[config.mk]
export PLATFORM = sky130hd
export DESIGN_NAME = dma_controller
export DESIGN_NICKNAME = d
export VERILOG_FILES = /design/src/rtl/dma_pkg.sv /design/src/rtl/dma_beat_counter.sv /design/src/rtl/dma_controller.sv
export SDC_FILE = /design/constraint.sdc
export NUM_CORES = 1
export LEC_CHECK = 0
export CAP_MARGIN = 0
export CELL_PAD_IN_SITES_DETAIL_PLACEMENT = 1
export CELL_PAD_IN_SITES_GLOBAL_PLACEMENT = 1
export CORE_AREA = 4 4 79 110
export DETAILED_ROUTE_END_ITERATION = 8
export DIE_AREA = 0 0 83 114
export PLACE_DENSITY_LB_ADDON = 0.1
export SLEW_MARGIN = 0
export SYNTH_ARGS = -nofsm -noshare
export SYNTH_HDL_FRONTEND = slang
export SYNTH_HIERARCHICAL = 1
export SYNTH_SLANG_ARGS = --single-unit
[constraint.sdc]
create_clock -name clk -period 4.8 [get_ports clk]
set_input_delay 0.72 -clock clk [delete_from_list [all_inputs] [get_ports clk]]
set_output_delay 0.72 -clock clk [all_outputs]
set_load 0.005 [all_outputs]
[src/rtl/dma_pkg.sv]
// Shared DMA definitions: controller state encoding and default geometry.
package dma_pkg;

   typedef enum logic [1:0] {
      StIdle,
      StReq,
      StXfer,
      StDone
   } dma_state_e;

   localparam int unsigned DmaWordSize = 16;
   localparam int unsigned DmaBurstLen = 4;

endpackage

[src/rtl/dma_beat_counter.sv]
// Beat bookkeeping: total words moved plus beats within the current bus tenure.
module dma_beat_counter
   import dma_pkg::*;
#(
   parameter int unsigned LEN_W     = 4,
   parameter int unsigned BURST_LEN = DmaBurstLen
) (
   input  logic             clk,
   input  logic             reset,
   input  logic             clear_i,
   input  logic             beat_i,
   input  logic [LEN_W-1:0] len_i,
   output logic [LEN_W-1:0] count_o,
   output logic             burst_end_o,
   output logic             last_beat_o
);

   localparam int unsigned BurstW = (BURST_LEN > 1) ? $clog2(BURST_LEN) : 1;

   logic [LEN_W-1:0]  count_q, count_d;
   logic [BurstW-1:0] burst_q, burst_d;

   assign count_o     = count_q;
   // Flags describe the beat that would happen this cycle.
   assign burst_end_o = (burst_q == BurstW'(BURST_LEN - 1));
   assign last_beat_o = (({1'b0, count_q} + (LEN_W + 1)'(1)) == {1'b0, len_i});

   // Next count: cleared on command accept, bumped on every beat.
   always_comb begin
      count_d = count_q;
      burst_d = burst_q;
      if (clear_i) begin
         count_d = '0;
         burst_d = '0;
      end else if (beat_i) begin
         count_d = count_q + LEN_W'(1);
         burst_d = burst_end_o ? '0 : burst_q + BurstW'(1);
      end
   end

   // Counter registers.
   always_ff @(posedge clk or posedge reset) begin
      if (reset) begin
         count_q <= '0;
         burst_q <= '0;
      end else begin
         count_q <= count_d;
         burst_q <= burst_d;
      end
   end

endmodule

[src/rtl/dma_controller.sv]
// Device-to-memory DMA engine with bus request/grant and bounded bursts.
// Optional abort support is enabled by defining DMA_ABORT_EN.
module dma_controller
   import dma_pkg::*;
#(
   parameter int unsigned WORD_SIZE = DmaWordSize,
   parameter int unsigned BURST_LEN = DmaBurstLen,
   parameter int unsigned LEN_W     = 4
) (
   input  logic                 clk,
   input  logic                 reset,
   input  logic                 cmd_valid,
   output logic                 cmd_ready,
   input  logic [WORD_SIZE-1:0] cmd_addr,
   input  logic [LEN_W-1:0]     cmd_len,
   output logic                 bus_req,
   input  logic                 bus_grant,
   input  logic [WORD_SIZE-1:0] dev_data,
   input  logic                 dev_valid,
   output logic                 dev_ready,
   output logic [WORD_SIZE-1:0] mem_address,
   output logic [WORD_SIZE-1:0] mem_data,
   output logic                 mem_write,
   output logic                 dma_done,
`ifdef DMA_ABORT_EN
   input  logic                 abort,
   output logic                 aborted,
`endif
   output logic                 busy
);

   dma_state_e state_q, state_d;

   logic [WORD_SIZE-1:0] base_q;
   logic [LEN_W-1:0]     len_q;
   logic                 gap_q, gap_d;
   logic [WORD_SIZE-1:0] mem_addr_q, mem_data_q;

   logic             accept;
   logic             beat;
   logic             abort_w;
   logic [LEN_W-1:0] count;
   logic             burst_end;
   logic             last_beat;

   assign accept    = cmd_valid & cmd_ready;
   assign dev_ready = (state_q == StXfer) & bus_grant & ~abort_w;
   assign beat      = dev_valid & dev_ready;
   assign busy      = (state_q != StIdle);

   dma_beat_counter #(
      .LEN_W     (LEN_W),
      .BURST_LEN (BURST_LEN)
   ) u_beat_counter (
      .clk         (clk),
      .reset       (reset),
      .clear_i     (accept),
      .beat_i      (beat),
      .len_i       (len_q),
      .count_o     (count),
      .burst_end_o (burst_end),
      .last_beat_o (last_beat)
   );

   // Write port: live on a beat, otherwise hold the last written values.
   always_comb begin
      mem_write   = beat;
      mem_address = mem_addr_q;
      mem_data    = mem_data_q;
      if (beat) begin
         mem_address = base_q + WORD_SIZE'(count);
         mem_data    = dev_data;
      end
   end

   // Next-state and handshake outputs; gap_q marks the one-cycle release between bursts.
   always_comb begin
      state_d   = state_q;
      gap_d     = 1'b0;
      cmd_ready = 1'b0;
      bus_req   = 1'b0;
      dma_done  = 1'b0;
      unique case (state_q)
         StIdle: begin
            cmd_ready = 1'b1;
            if (cmd_valid) begin
               state_d = (cmd_len == '0) ? StDone : StReq;
            end
         end
         StReq: begin
            bus_req = ~gap_q;
            if (abort_w) begin
               state_d = StDone;
            end else if (!gap_q && bus_grant) begin
               state_d = StXfer;
            end
         end
         StXfer: begin
            bus_req = 1'b1;
            if (abort_w) begin
               state_d = StDone;
            end else if (beat) begin
               if (last_beat) begin
                  state_d = StDone;
               end else if (burst_end) begin
                  state_d = StReq;
                  gap_d   = 1'b1;
               end
            end
         end
         StDone: begin
            dma_done = 1'b1;
            state_d  = StIdle;
         end
         default: state_d = StIdle;
      endcase
   end

   // State, command latch and write-port hold registers.
   always_ff @(posedge clk or posedge reset) begin
      if (reset) begin
         state_q    <= StIdle;
         gap_q      <= 1'b0;
         base_q     <= '0;
         len_q      <= '0;
         mem_addr_q <= '0;
         mem_data_q <= '0;
      end else begin
         state_q <= state_d;
         gap_q   <= gap_d;
         if (accept) begin
            base_q <= cmd_addr;
            len_q  <= cmd_len;
         end
         if (beat) begin
            mem_addr_q <= mem_address;
            mem_data_q <= dev_data;
         end
      end
   end

`ifdef DMA_ABORT_EN
   logic aborted_q;

   assign abort_w = abort & ((state_q == StReq) | (state_q == StXfer));
   assign aborted = aborted_q;

   // Sticky abort flag, cleared by the next accepted command.
   always_ff @(posedge clk or posedge reset) begin
      if (reset) begin
         aborted_q <= 1'b0;
      end else if (accept) begin
         aborted_q <= 1'b0;
      end else if (abort_w) begin
         aborted_q <= 1'b1;
      end
   end
`else
   assign abort_w = 1'b0;
`endif

endmodule

==> flow_summary.toml <==
[run_status]
outcome = "complete, no violations"

[cells_and_area]
layout-drive-gt1-share_pct = 11.14
final_nets = 433
area_growth_pct = 35.83
antenna_cells = 0
n_fill_cell = 880

[global_route]
grt_overflow = 0
antenna_found_initial = 0
grt.met3_usage_pct = 3.974
grtUsageMet2_pct = 27.68
grt_max_degree = 56
track_usage_pct = 16.39
grt_pass1_vias = 2630
grtUsageMet1_pct = 19.62
grt_pass1_wl_mm = 12.44
grt_busiest_layer = "met2"

[timing]
worstMarginPinSlew_ns = 0.8779
fin_ws_ns = 0.6942
max_freq_mhz = 243.6
finalHoldWorstSlack_ns = 0.4701
hold_violations = 0
fin_setup_tns_ns = 0
final.period_utilization_pct = 85.54
clock_skew_ns = 0.003882
setup_viol = 0
rsz0062_at_grt = "false"
relSlewSlack_pct = 41.47
drv_slew = 0
period_minus_slack_ns = 4.106

[logic_synthesis]
ys_ff_latch = 61
syn_area_per_cell_um2 = 9.964
syn_nets = 352
syn_area_mm2 = 0.002989
yosysSeqAreaShare_pct = 51.07
synth_warnings = 6
synth_cell_type_count = 39
postSynthCellCount = 300

[pwr]
peakVddDrop_v = 0.0003407
power.total_uw = 2332
power_density_mw_per_mm2 = 574.3
p_leak_uw = 0.001796

[clock_network]
cts_tree = "built"
clk_latency_ns = 0.34
clock_path_buffers = 2
postCtsSetupBuffers = 0
clk_pin_slew_ns = 0.06
cts_resized = 0
cts_buffers = 9
root_buffer = "clkbuf_8"
cts_max_level = 3
cts.sinks = 61
cts_hold_buf = 0

[job]
cap_violations = 0

[critical_path]
endpoint_kind = "output pin"
crit_path_max_incr_delay_ns = 0.69
crit_fanout = 11
path_cells = "ha_1 > fa_1 > a21o_1 > a21oi_1 > o21ai_0 > a31oi_1 > clkdlybuf4s50_1"
critPathArrivalTime_ns = 3.39
worstSetupPathType = "register to output pin"
crit_path_start_kind = "register"
required_ns = 4.08
slowest_stage = "a21oi_1"

[drt]
viasPerCell = 5.070
routedWlPerCell_um = 14.67
drc_errors = 0
drt_iter0_markers = 48
dr.pass1.iters = 4
ant_nets = 0
vias = 2464
wirelength_mm = 7.130

[die]
io_pins = 79
initial_core_util_pct = 38.81
die_y_um = 114
die_x_um = 83
die_area_mm2 = 0.009462
core_area_mm2 = 0.007702
core.rowCount = 38

[place]
numPortBuffers = 78
dp_hpwl_mm = 5.269
routabilityCongestion = 0.7956
pre_cts_slack_ns = 0.9695

[hold_path]
hold_class = "register to register"
==> path summary, 6_finish.rpt <==
path | startpoint | depth (start not counted) | slack, ns | end
max | u_beat_counter/count_o[0] | 7 | 0.69 | mem_address[6]
min | mem_data_q[15] | 2 | 0.47 | mem_data_q[15]
max reg2reg | state_q[0] | 9 | 2.16 | state_q[1]
min reg2reg | mem_data_q[15] | 2 | 0.47 | mem_data_q[15]
max in group asynchronous | reset | 3 | 3.38 | gap_q
min in group asynchronous | reset | 2 | 0.66 | u_beat_counter/count_o[3]
==> through the flow <==
| step | cell area [um^2] | utilization [%] | std cells |
|---|---|---|---|
| floorplan | 2989 | - | 300 |
| global placement | 3870 | 50.24 | 470 |
| detailed placement | 3870 | 50.24 | 470 |
| CTS | 4060 | 52.71 | 486 |
| global route | 4060 | 52.71 | 486 |
| finish | 4060 | 52.71 | 486 |
==> where the power goes <==
group | internal [uW] | switching [uW] | leakage (uW)
clock | 245 | 186 | 0.0000970
combinational | 571 | 436 | 0.000947
sequential | 745 | 148 | 0.000751
total | 1560 | 770 | 0.00180
==> Yosys cell counts, drive strengths merged <==
cell | n | area, um^2
a211o | 1 | 8.760
a211oi | 1 | 12.51
a21boi | 1 | 7.510
a21o | 2 | 15.01
a21oi | 9 | 45.04
a221oi | 1 | 8.760
a31oi | 20 | 125.1
and2 | 1 | 6.260
and3 | 1 | 11.26
buf | 3 | 21.27
clkbuf | 9 | 33.78
dfrtp | 61 | 1526
fa | 1 | 20.02
ha | 10 | 125.1
inv | 13 | 48.79
mux2 | 17 | 191.4
mux2i | 4 | 40.04
nand2 | 68 | 257.8
nand3 | 6 | 30.03
nand4 | 3 | 33.78
nor2 | 19 | 71.32
nor2b | 1 | 6.260
nor3b | 2 | 15.01
nor4 | 1 | 6.260
o211ai | 2 | 15.01
o21a | 1 | 7.510
o21ai | 13 | 65.06
o31ai | 5 | 37.54
o32a | 1 | 10.01
or2 | 1 | 6.260
or3 | 5 | 31.28
or4 | 6 | 52.55
xnor2 | 6 | 52.55
xor2 | 5 | 43.79
==> per-layer routing <==
| metal | up-vias | wire, um | share of wire (%) |
|---|---|---|---|
| met3 | 15 | 299 | 4.2 |
| met4 | 0 | 176 | 2.5 |
| met5 | - | 0 | 0 |
| li1 | 1208 | - | - |
| met1 | 1177 | 3172 | 44 |
| met2 | 64 | 3481 | 49 |
==> cell type report <==
type,count,area [um^2],share of cell area (%)
Clock buffer,16,190.2,4.684
Multi-Input combinational cell,214,1359,33.47
Tap cell,100,125.1,3.082
Timing Repair Buffer,82,810.8,19.97
Sequential cell,61,1526,37.60
Inverter,13,48.80,1.202
==> worst max-delay path, delay by kind of cell, from the launching register on <==
family | cells | cell delay (ns)
AOI/OAI and AO/OA | 4 | 1.37
adders and majority gates | 2 | 0.67
DFF | 1 | 0.46
buffers and inverters | 1 | 0.54
==> sequential cells by signal, summed over array words and instances, names as in the netlist <==
signal                  cells
base_q                     16
mem_addr_q                 16
mem_data_q                 16
len_q                       4
u_beat_counter/count_o      4
state_q                     2
u_beat_counter/burst_q      2
gap_q                       1
==> cell usage in the layout, fill, tap and decap left out, drive strengths merged, types with 2 or more instances in the layout <==
cell / instances
a21o: 2
a21oi: 9
a31oi: 20
buf: 4
clkbuf: 16
clkdlybuf4s50: 78
dfrtp: 61
ha: 10
inv: 13
mux2: 17
mux2i: 4
nand2: 68
nand3: 6
nand4: 3
nor2: 19
nor3b: 2
o211ai: 2
o21ai: 13
o31ai: 5
or3: 5
or4: 6
xnor2: 6
xor2: 5
==> kinds of logic (layout without fill, tap and decap cells) <==
group | count (synthesis) | in the layout | share of synthesized area, %
AND/OR/NAND/NOR | 114 | 114 | 17.66
flip-flops | 61 | 61 | 51.07
AO/OA/AOI/OAI | 57 | 57 | 11.97
buffers and inverters | 25 | 111 | 3.474
multiplexers | 21 | 21 | 7.744
adder cells (fa/ha/maj) | 11 | 11 | 4.856
XOR/XNOR | 11 | 11 | 3.223
No activity file was read; power rests on OpenSTA's default activity.
